## config.mk

```make
export PLATFORM = sky130hd
export DESIGN_NAME = image_pixel_writer
export DESIGN_NICKNAME = d
export VERILOG_FILES = /design/src/rtl/image_pixel_writer.sv
export SDC_FILE = /design/constraint.sdc
export NUM_CORES = 1
export LEC_CHECK = 0
export ABC_AREA = 1
export ABC_CLOCK_PERIOD_IN_PS = 7100
export BUFFER_PORTS_ARGS = -buffer_cell sky130_fd_sc_hd__clkbuf_2
export CORE_ASPECT_RATIO = 0.75
export CORE_MARGIN = 2
export CORE_UTILIZATION = 30
export DETAILED_ROUTE_END_ITERATION = 6
export GPL_TIMING_DRIVEN = 0
export HOLD_SLACK_MARGIN = 0.02
export PLACE_DENSITY = 0.57
export RECOVER_POWER = 100
export SLEW_MARGIN = 20
export SYNTH_ARGS = -nofsm -noshare
export SYNTH_HDL_FRONTEND = slang
export SYNTH_SLANG_ARGS = --single-unit
```

## constraint.sdc

```tcl
create_clock -name avm_clk -period 7.1 [get_ports avm_clk]
set_input_delay 0.355 -clock avm_clk [delete_from_list [all_inputs] [get_ports avm_clk]]
set_output_delay 0.355 -clock avm_clk [all_outputs]
set_load 0.01 [all_outputs]
```

## src/rtl/image_pixel_writer.sv

```systemverilog
// Packs the UART loader's byte stream into 24-bit RGB pixels and writes them,
// tagged with raster addresses, to pixel memory through an Avalon-MM write master.
module image_pixel_writer #(
    parameter int unsigned IMG_W      = 64,
    parameter int unsigned IMG_H      = 64,
    parameter int unsigned ADDR_W     = 12,
    parameter int unsigned FIFO_DEPTH = 4
) (
    input  logic              avm_clk,
    input  logic              avm_rst_n,
    input  logic [7:0]        byte_data,
    input  logic              byte_valid,
    input  logic              soft_clr,
    output logic [ADDR_W-1:0] pix_addr,
    output logic [23:0]       pix_data,
    output logic              pix_write,
    input  logic              pix_waitrequest,
    output logic              frame_done,
    output logic              overflow
);

    localparam int unsigned PTR_W   = (FIFO_DEPTH > 1) ? $clog2(FIFO_DEPTH) : 1;
    localparam int unsigned CNT_W   = PTR_W + 1;
    localparam int unsigned ENTRY_W = ADDR_W + 24;
    localparam logic [ADDR_W-1:0] LAST_ADDR = ADDR_W'(IMG_W * IMG_H - 1);

    typedef enum logic [1:0] {
        PH_R = 2'd0,
        PH_G = 2'd1,
        PH_B = 2'd2
    } phase_t;

    phase_t             phase_q, phase_d;
    logic [7:0]         r_q, g_q;
    logic [ADDR_W-1:0]  pix_cnt_q;
    logic [PTR_W-1:0]   wr_ptr_q, rd_ptr_q;
    logic [CNT_W-1:0]   count_q;
    logic [ENTRY_W-1:0] mem [FIFO_DEPTH];

    logic               pix_done;
    logic               fifo_empty, fifo_full;
    logic               push, pop;
    logic [ENTRY_W-1:0] head;

    // Byte phase state register
    always_ff @(posedge avm_clk or negedge avm_rst_n) begin
        if (!avm_rst_n) phase_q <= PH_R;
        else            phase_q <= phase_d;
    end

    // Byte phase next state: R -> G -> B -> R on each accepted byte
    always_comb begin
        phase_d = phase_q;
        if (soft_clr) begin
            phase_d = PH_R;
        end else if (byte_valid) begin
            unique case (phase_q)
                PH_R:    phase_d = PH_G;
                PH_G:    phase_d = PH_B;
                PH_B:    phase_d = PH_R;
                default: phase_d = PH_R;
            endcase
        end
    end

    // soft_clr wins over a same-cycle byte and a same-cycle pop
    assign pix_done   = byte_valid && !soft_clr && (phase_q == PH_B);
    assign fifo_empty = (count_q == '0);
    assign fifo_full  = (count_q == CNT_W'(FIFO_DEPTH));
    assign pop        = !fifo_empty && !pix_waitrequest && !soft_clr;
    assign push       = pix_done && (!fifo_full || pop);
    assign head       = mem[rd_ptr_q];

    always_ff @(posedge avm_clk or negedge avm_rst_n) begin
        if (!avm_rst_n) begin
            r_q <= '0;
            g_q <= '0;
        end else if (soft_clr) begin
            r_q <= '0;
            g_q <= '0;
        end else if (byte_valid) begin
            if (phase_q == PH_R) r_q <= byte_data;
            if (phase_q == PH_G) g_q <= byte_data;
        end
    end

    // Address counter advances even for dropped pixels so later addresses stay correct
    always_ff @(posedge avm_clk or negedge avm_rst_n) begin
        if (!avm_rst_n) begin
            pix_cnt_q <= '0;
        end else if (soft_clr) begin
            pix_cnt_q <= '0;
        end else if (pix_done) begin
            pix_cnt_q <= (pix_cnt_q == LAST_ADDR) ? '0 : pix_cnt_q + ADDR_W'(1);
        end
    end

    always_ff @(posedge avm_clk) begin
        if (push) mem[wr_ptr_q] <= {pix_cnt_q, r_q, g_q, byte_data};
    end

    always_ff @(posedge avm_clk or negedge avm_rst_n) begin
        if (!avm_rst_n) begin
            wr_ptr_q   <= '0;
            rd_ptr_q   <= '0;
            count_q    <= '0;
            overflow   <= 1'b0;
            frame_done <= 1'b0;
        end else if (soft_clr) begin
            wr_ptr_q   <= '0;
            rd_ptr_q   <= '0;
            count_q    <= '0;
            overflow   <= 1'b0;
            frame_done <= 1'b0;
        end else begin
            if (push) wr_ptr_q <= wr_ptr_q + PTR_W'(1);
            if (pop)  rd_ptr_q <= rd_ptr_q + PTR_W'(1);
            count_q    <= count_q + CNT_W'(push) - CNT_W'(pop);
            if (pix_done && !push) overflow <= 1'b1;
            frame_done <= pop && (head[ENTRY_W-1:24] == LAST_ADDR);
        end
    end

    // Master outputs decode the registered FIFO head; zero while empty
    assign pix_write = !fifo_empty;
    assign pix_addr  = fifo_empty ? '0 : head[ENTRY_W-1:24];
    assign pix_data  = fifo_empty ? '0 : head[23:0];

endmodule

```

==> summary.md <==
| Metric | Value |
|---|---|
| Status | `finished with violations` |
| Failing checks | `max-capacitance violations, max-slew violations` |
| Hold_buf cts | `0` |
| Worst Tran Pin Value | `2.23 ns` |
| GP Congestion | `0.797` |
| Sequential power share | `45.1%` |
| Critical path's slowest cell | `nor2_1` |
| Worst Hold Path EP | `count_q[0]$_DFF_PN0_` |
| Root Buffer Master | `clkbuf_16` |
| Clock transition at the registers of the reported paths | `0.07 ns` |
| Setup violators final | `0` |
| Worst hold stages | `2` |
| Average wire per standard cell | `16.7 um` |
| DRT Pass-1 Iters | `5` |
| 1st-iter DRT viols | `420` |
| CTS sink cnt | `183` |
| Critical Path RT | `7.14 ns` |
| Synth Flop Type | `edfxtp_1` |
| Fmax achieved | `254 MHz` |
| DIE AREA | `26,800 um^2` |
| Largest area contributor in the netlist | `edfxtp_1` |
| Crit path largest cell delay | `1.40 ns` |
| Largest net degree at the start of global routing | `40` |
| CP bufs+invs | `3` |
| Syn Std Cell Area | `7650 um^2` |
| CTS Buf Count | `17` |
| Crit path kind | `flop to flop` |
| Initial antenna violation count | `1` |
| Worst r2r src | `phase_q[0]$_DFFE_PN0P_` |
| Internal Pwr Total | `1.84 mW` |
| Maxcap violations | `5` |
| Grt ovf | `0` |
| Final wirelength | `18.6 mm` |
| Final ANT Viol Nets | `0` |
| Slew HR | `-48.6%` |
| Post-layout min period | `3.94 ns` |
| Layout Nets | `781` |
| Critical Path End Type | `flop` |
| Clock power frac | `35.3%` |
| Worst Skew | `0.00891 ns` |
| Post-synthesis async set-or-reset flop share | `21.3%` |
| Setup repair bufs after CTS | `0` |
| P per Cell Area | `297 nW/um^2` |
| DR vias | `5,085` |
| Final HPWL DP | `12.3 mm` |
| Pleak | `3.33 nW` |
| H-tree levels | `4` |
| CP Max Fanout | `19` |
| Starting Density | `30.6%` |
| Die Ht | `142 um` |
| Startpoint Class | `flop` |
| Sw Share | `30.0%` |
| Commonest non-fill, non-tap cells in the layout | `edfxtp_1, nor2_1, nand2_1, o21ai_0, clkbuf_1` |
| Crit path max-delay family | `simple AND/OR/NAND/NOR gates` |
| Synthesized area per cell | `11.1 um^2` |
| Hold path startpoint | `soft_clr` |
| Top area cells in the synthesized netlist | `edfxtp_1, dfrtp_1, nor2_1, o21ai_0, nand2_1` |
| Clock latency on the worst-skew pair | `0.43 ns` |
| Crit-path cells | `inv_1, nand4_1, inv_1, nand2_1, nor2_1, clkbuf_1` |
| Worst r2r path cells | `6` |
| WHS | `0.136 ns` |
| P_sw | `0.788 mW` |
| Combinational share of power | `19.6%` |
| Period Utilization, post-route | `55.5%` |
| Residual DRC count | `0` |
| Reg-to-Reg End | `mem[1][29]$_DFFE_PP_` |
| Area grow syn2layout | `15.3%` |
| Number of enable flip-flop cells after synthesis | `144` |
| Vias per cell | `4.57` |
| RSZ-0062 raised after global routing | `false` |
| CTS resizes | `0` |
| Area of the multi-input gates | `1920 um^2` |
| Layout cell share with drive strength beyond 1 | `7.63%` |
| Commonest non-fill, non-tap cell in the layout | `edfxtp_1` |
| Reg2reg setup slack | `3.16 ns` |
| Fillers | `2,529` |
| Gr usage total | `14.4%` |
| Worst vdd ir | `0.154 mV` |
| CTS tree | `done` |
| IO buf count | `50` |
| CP Data Arrival Time | `3.99 ns` |
| Core footprint | `25,000 um^2` |
| Hold Violations, Final | `0` |
| Path type of the worst min-delay path | `input pin to flop` |
| Cells after Synth | `687` |
| Synth top area share | `56.5%` |
| # IOs | `52` |
| Synth Warn # | `0` |
| Post-synthesis sequential area ratio | `69.3%` |
| Reg area | `5300 um^2` |
| Number of global-route vias before repair | `4,945` |
| Netlist cell types | `32` |
| Clk buf depth | `2` |
| Syn_nets | `708` |
| Std-Cell Rows | `50` |
| Yosys reg bits | `183` |
| Die width | `188 um` |
| Setup_tns | `0 ns` |
| Cell repeated most along the worst path | `inv_1` |
| Pins Over Slew Limit | `113` |
| First-pass GRT wire length | `28.8 mm` |
## per-layer routing
metal | up-vias | track usage, % | share of wire, %
met2 | 120 | 20.3 | 41
met4 | 0 | 4.81 | 1.4
li1 | 2489 | - | -
met5 | - | 0 | 0
met1 | 2457 | 21.6 | 53
met3 | 19 | 3.45 | 4.9
## stage by stage
| stage | total power, mW | std cells | area [um^2] | setup slack, ns | util, % |
|---|---|---|---|---|---|
| final | 2.62 | 1112 | 8830 | 3.16 | 35.3 |
| after global routing | 2.74 | 1111 | 8820 | 2.75 | 35.3 |
| after CTS | 2.67 | 1111 | 9030 | 4.55 | 36.1 |
| after detailed placement | 1.75 | 1079 | 8460 | 4.73 | 33.8 |
| after global placement | 1.75 | 1075 | 8330 | 2.80 | 33.3 |
| after floorplan | 1.51 | 687 | 7650 | 4.23 | - |
## flip-flops by register name (all words and copies together), names as in the netlist
name	flops
frame_done	1
g_q	8
r_q	8
phase_q	2
rd_ptr_q	2
pix_cnt_q	12
wr_ptr_q	2
mem	144
count_q	3
overflow	1
## cells by family after synthesis
logic type / count (synthesis) / synth area share (%)
AND/OR/NAND/NOR: 286 / 15.7
flip-flops: 183 / 69.3
AO/OA/AOI/OAI: 118 / 7.88
buffers and inverters: 87 / 5.22
adder cells (fa/ha/maj): 8 / 1.41
XOR/XNOR: 5 / 0.572
## how the worst max path moves through the flow
stage                            startpoint                    to  slack [ns]  cells past startpoint
finish               phase_q[0]$_DFFE_PN0P_  mem[1][29]$_DFFE_PP_        3.16                      6
detailed placement                 soft_clr  count_q[2]$_DFF_PN0_        4.73                     10
global route         phase_q[0]$_DFFE_PN0P_  mem[1][19]$_DFFE_PP_        2.75                      6
global placement                   soft_clr  mem[1][12]$_DFFE_PP_        2.80                      4
floorplan                          soft_clr   mem[0][0]$_DFFE_PP_        4.23                      4
CTS                 rd_ptr_q[0]$_DFFE_PN0P_          pix_data[20]        4.55                      5
## Yosys cell counts (all sizes together), types with 3 or more instances
library cell,number
nand4,6
inv,59
o21ai,76
nand3,54
a21oi,36
buf,22
dfrtp,39
ha,7
clkbuf,6
nor2,128
nand2,95
xor2,3
edfxtp,144
## power by group through the flow
stage               clock (mW)  sequential (mW)  combinational (mW)
global route             0.987             1.18               0.572
global placement             0             1.20               0.541
detailed placement           0             1.21               0.546
CTS                      0.943             1.18               0.548
floorplan                    0             1.20               0.313
finish                   0.927             1.18               0.513
## final cells by class
class / count / area share (%)
Timing Repair Buffer: 54 / 2.40
Inverter: 59 / 2.57
Multi-Input combinational cell: 417 / 21.8
Antenna cell: 1 / 0.0284
Tap cell: 338 / 4.79
Clock buffer: 20 / 5.06
Sequential cell: 183 / 60.1
Buffer: 28 / 1.89
Clock inverter: 12 / 1.43
(Power assumes the default switching activity.)
